[src/rtl/adder_chk_pkg.sv]
// Shared types and constants for the adder response checker.
// Holds the FSM state encoding and counter sizing.
package adder_chk_pkg;

  typedef enum logic [1:0] {
    ST_IDLE,
    ST_SETTLE,
    ST_COMPARE
  } chk_state_e;

  localparam int CNT_W = 16;
  localparam logic [CNT_W-1:0] CNT_MAX = '1;

endpackage

[src/rtl/sat_counter16.sv]
// 16-bit saturating result counter.
// Clear wins over increment; the count sticks at all-ones.
module sat_counter16
  import adder_chk_pkg::*;
(
  input  logic             clk,
  input  logic             rst_n,
  input  logic             clr,
  input  logic             inc,
  output logic [CNT_W-1:0] count
);

  always_ff @(posedge clk) begin
    if (!rst_n) begin
      count <= '0;
    end else if (clr) begin
      count <= '0;
    end else if (inc && count != CNT_MAX) begin
      count <= count + 1'b1;
    end
  end

endmodule

[config.mk]
export PLATFORM = sky130hd
export DESIGN_NAME = sat_counter16
export DESIGN_NICKNAME = d
export VERILOG_FILES = /design/src/rtl/adder_chk_pkg.sv /design/src/rtl/sat_counter16.sv
export SDC_FILE = /design/constraint.sdc
export NUM_CORES = 1
export LEC_CHECK = 0
export ABC_CLOCK_PERIOD_IN_PS = 2300
export BUFFER_PORTS_ARGS = -buffer_cell sky130_fd_sc_hd__buf_2
export CAP_MARGIN = 30
export CORE_UTILIZATION = 54
export CTS_BUF_LIST = sky130_fd_sc_hd__clkbuf_4 sky130_fd_sc_hd__clkbuf_8
export DETAILED_ROUTE_END_ITERATION = 7
export PLACE_DENSITY = 0.8
export SLEW_MARGIN = 20
export SYNTH_ARGS = -nofsm -noshare
export SYNTH_HDL_FRONTEND = slang
export SYNTH_SLANG_ARGS = --single-unit
[constraint.sdc]
create_clock -name clk -period 2.3 [get_ports clk]
set_clock_uncertainty 0.2 [all_clocks]
set_input_delay 0.69 -clock clk [delete_from_list [all_inputs] [get_ports clk]]
set_output_delay 0.69 -clock clk [all_outputs]
set_load 0.01 [all_outputs]
### Word-level counts from Yosys, hierarchy flattened

Index checks and enable logic that the tools add are counted.

| word-level totals | value |
|---|---|
| bits in registers | 16 |
| output and inout port bits | 16 |
| logic and storage cells | 6 |

| cells by class | value |
|---|---|
| add/sub/neg operators | 1 |
| eq/ne operators | 1 |
| bitwise operators | 1 |
| reductions and logical operators | 2 |

Operators by type and width:

| kind | count |
|---|---|
| 16-bit by 1-bit adder with 16-bit output (second input constant) | 1 |
| 16-bit != test (second input constant) | 1 |
| 2-bit OR reduction | 1 |
| 1-bit logical AND | 1 |
| 1-bit inverter | 1 |

### Logic depth before layout (Yosys ltp)

| logic depth | value |
|---|---|
| depth after elaboration | 2 |
| depth in mapped cells | 5 |

### Least setup slack after synthesis

Ideal clock, no wire load.

| timing path | value |
|---|---|
| path kind | input -> register |
| from | input inc |
| to | register count[13] |
| arrival time | 1.611 ns |
| path slack | 0.419 ns |
| cell stages on the path | 4 |
| path buffers | 0 |
| cells stage by stage | and4_2 > nand3_4 > or4_1 > a21oi_1 |

| between the ends | value |
|---|---|
| word-level cells in the longest chain between the ends | 1 |

RTL lines:

| element | line | source |
|---|---|---|
| from (decl) | sat_counter16.sv:9 | `input logic inc,` |
| 1-bit logical AND | sat_counter16.sv:18 | `end else if (inc && count != CNT_MAX) begin` |
| to (signal assigned) | sat_counter16.sv:19 | `count <= count + 1'b1;` |
| to (decl) | sat_counter16.sv:10 | `output logic [CNT_W-1:0] count` |

No other way between the ends.
A chain may end at the register's enable or synchronous reset.

### Worst setup path in the final report

| timing path | value |
|---|---|
| from | register count[3] |
| to | output count[3] |

No word-level cell between the ends.

==> out/results.tsv <==
metric	value	unit
fin crit share	0.815	
switching share of power	0.213	
first-pass GRT wire length	2.88	mm
IO Count	20	
CP Launch Type	flip-flop	
fin worst setup slack	0.425	ns
Placeable Area	0.00151	mm2
Core Util, Final	0.668	
YS warnings	0	
Hold Buf Count CTS	0	
Netlist cell types	38	
Hold Path Class	flip-flop to flip-flop	
Die Height	42.0	um
diode count	0	
Placer Congestion	0.803	
synthesized instance count	91	
CP arrival	0.99	ns
ys flop type	dfxtp_1	
Seq cells post-synth	16	
post-synthesis sequential area ratio	0.370	
Rows	14	
VDD IR-drop max	287	uV
Initial Util	0.574	
CTS root buf	clkbuf_4	
CTS H-tree lvls	1	
Post-DP HPWL	1.28	mm
CP Buf/Inv Count	1	
cell family with most CP delay	flip-flops	
Die Width	42.0	um
DR vias	799	
post-route ant nets	0	
Final setup viols	0	
crit path from	count[3]	
Final Routed Wirelength	1.76	mm
asr flop ratio synth	0	
top post-synthesis cells by area	dfxtp_1 (37%), nand4_4 (4.9%), nor2_1 (4.3%)	
Post-CTS Resized	0	
fin. max-slew vios	0	
Mapped Nets	96	
top-area cell type share of the netlist area	0.370	
# Post-CTS Setup Buffers	0	
Largest Register	count	
initial antenna violation count	0	
r2r setup slk	0.46	ns
Overflow after GRT	0	
cells on worst reg2reg path	5	
Avg Cell Area, Syn	9.50	um2
Gate power share	0.043	
Placed Cells	126	
Setup Total Neg Slack	0	ns
Worst setup EP type	output port	
vias in the first global route	703	
top cell type by total area after synthesis	dfxtp_1	
Clk Latency, worst-skew pair	0.29	ns
CTS tree	done	
fmax	0.533	GHz
R2R Path Start	count[0]	
actual slew at the worst max-slew pin	0.470	ns
Longest Clk Path Bufs	2	
PwrDens	439	mW/mm2
Worst Path Required	1.41	ns
number of I/O port buffers	19	
all-layer global routing usage	0.216	
Hold WS	0.328	ns
reg2reg end	count[14]	
Synth-to-Final Area Change	16.4	%
status	finished, final reports clean	
TritonCTS buffer count	3	
Vias/cell	6.19	
number of cells on the critical path	1	
CTS sink cnt	16	
CP Cell Sequence	buf_2	
Tmin final	1.88	ns
crit-path max cell delay	0.51	ns
clock slew at reported path FFs	0.08	ns
Cell Count, Final, Fillers Out	129	
synthesized area	865	um2
die area	0.00177	mm2
DRC	0	
DP Worst Slack	0.212	ns
1st-iter DRT viols	12	
crit path to	count[3]	
hold path start	count[5]	
1st-pass router iterations	4	
clock network power share	0.324	
Max FO, Critical Path	8	
Final #Nets	120	
endpoints failing hold	0	
P_int	0.000347	W
EDFF count, synth	0	
Reg power frac	0.632	
largest net degree at the start of global routing	11	
Lkg Pwr	0.430	nW
RSZ-0062 raised after global routing	false	
CP Class	flip-flop to output port	
max_cap viols	0	
Slew HR	0.686	
share of cells above drive strength 1	0.274	
Slowest cell on crit path	dfxtp_1	
P_sw	0.0000942	W
WL per Instance	13.6	um
max reg flops	16	
top flop regs	count (16)	
[cells in the final DEF, fill, tap and decap left out, drive strengths merged, types with 2 or more instances in the layout]
cell,n
buf,20
clkbuf,3
nand3,5
and2,3
dfxtp,16
nand2b,2
nand2,5
nor4,3
nor3,2
o31ai,2
nor2,10
a21oi,4
and4,3
nand4,4
o311ai,3
or3,2
or4,2
xor2,3
o21ai,4
o41ai,3
inv,2
[kinds of logic after synthesis]
kind of cell | count (synthesis) | share of synthesized area
AND/OR/NAND/NOR | 44 | 0.336
AO/OA/AOI/OAI | 22 | 0.214
flip-flops | 16 | 0.370
XOR/XNOR | 4 | 0.0405
buffers and inverters | 3 | 0.0130
multiplexers | 1 | 0.0116
adder cells (fa/ha/maj) | 1 | 0.0145
[synthesized netlist by cell type, drive strengths merged (2+ instances only)]
cell,number
or3,2
inv,2
nand4,4
nor2,10
nand2b,2
and4,3
a21oi,4
xor2,3
dfxtp,16
and2,3
o311ai,3
or4,2
o21ai,4
nor4,3
o41ai,3
nand3,5
o31ai,2
nor3,2
nand2,5
[per-layer routing]
layer	share of wire	routed length (um)	GRT usage	vias to the layer above
li1	-	-	-	400
met1	0.47	828	0.262	376
met2	0.47	833	0.331	18
met3	0.032	57	0.0603	5
met4	0.021	36	0.150	0
met5	0	0	0	-
[cell type report]
type | instances | area [um2]
multi-input combinational | 72 | 533
fill | 135 | 500
sequential | 16 | 320
timing repair buffer | 20 | 103
clock buffer | 3 | 22.5
tap | 16 | 20.0
inverter | 2 | 7.51
[worst min-delay path: stages, from the launching register on]
cell     delay, ns
dfxtp_1       0.35
o21ai_0       0.08
a21oi_1       0.06
[metrics by stage]
stage,area [um2],total power [W]
2_1_floorplan,865,0.000297
3_3_place_gp,983,0.000304
3_5_place_dp,983,0.000305
4_1_cts,1010,0.000448
5_1_grt,1010,0.000465
6_report,1010,0.000442
[power groups by stage]
| stage | logic (W) | clock network [W] | registers [W] |
|---|---|---|---|
| 2_1_floorplan | 0.0000103 | 0 | 0.000286 |
| 3_3_place_gp | 0.0000186 | 0 | 0.000286 |
| 3_5_place_dp | 0.0000193 | 0 | 0.000286 |
| 4_1_cts | 0.0000194 | 0.000149 | 0.000279 |
| 5_1_grt | 0.0000211 | 0.000164 | 0.000280 |
| 6_report | 0.0000191 | 0.000143 | 0.000279 |
[how the worst min path moves through the flow]
stage,to,cells past startpoint
floorplan,count[2],2
finish,count[5],2
CTS,count[5],2
global route,count[5],2
detailed placement,count[5],2
global placement,count[5],2
No activity file was read; power rests on OpenSTA's default activity.
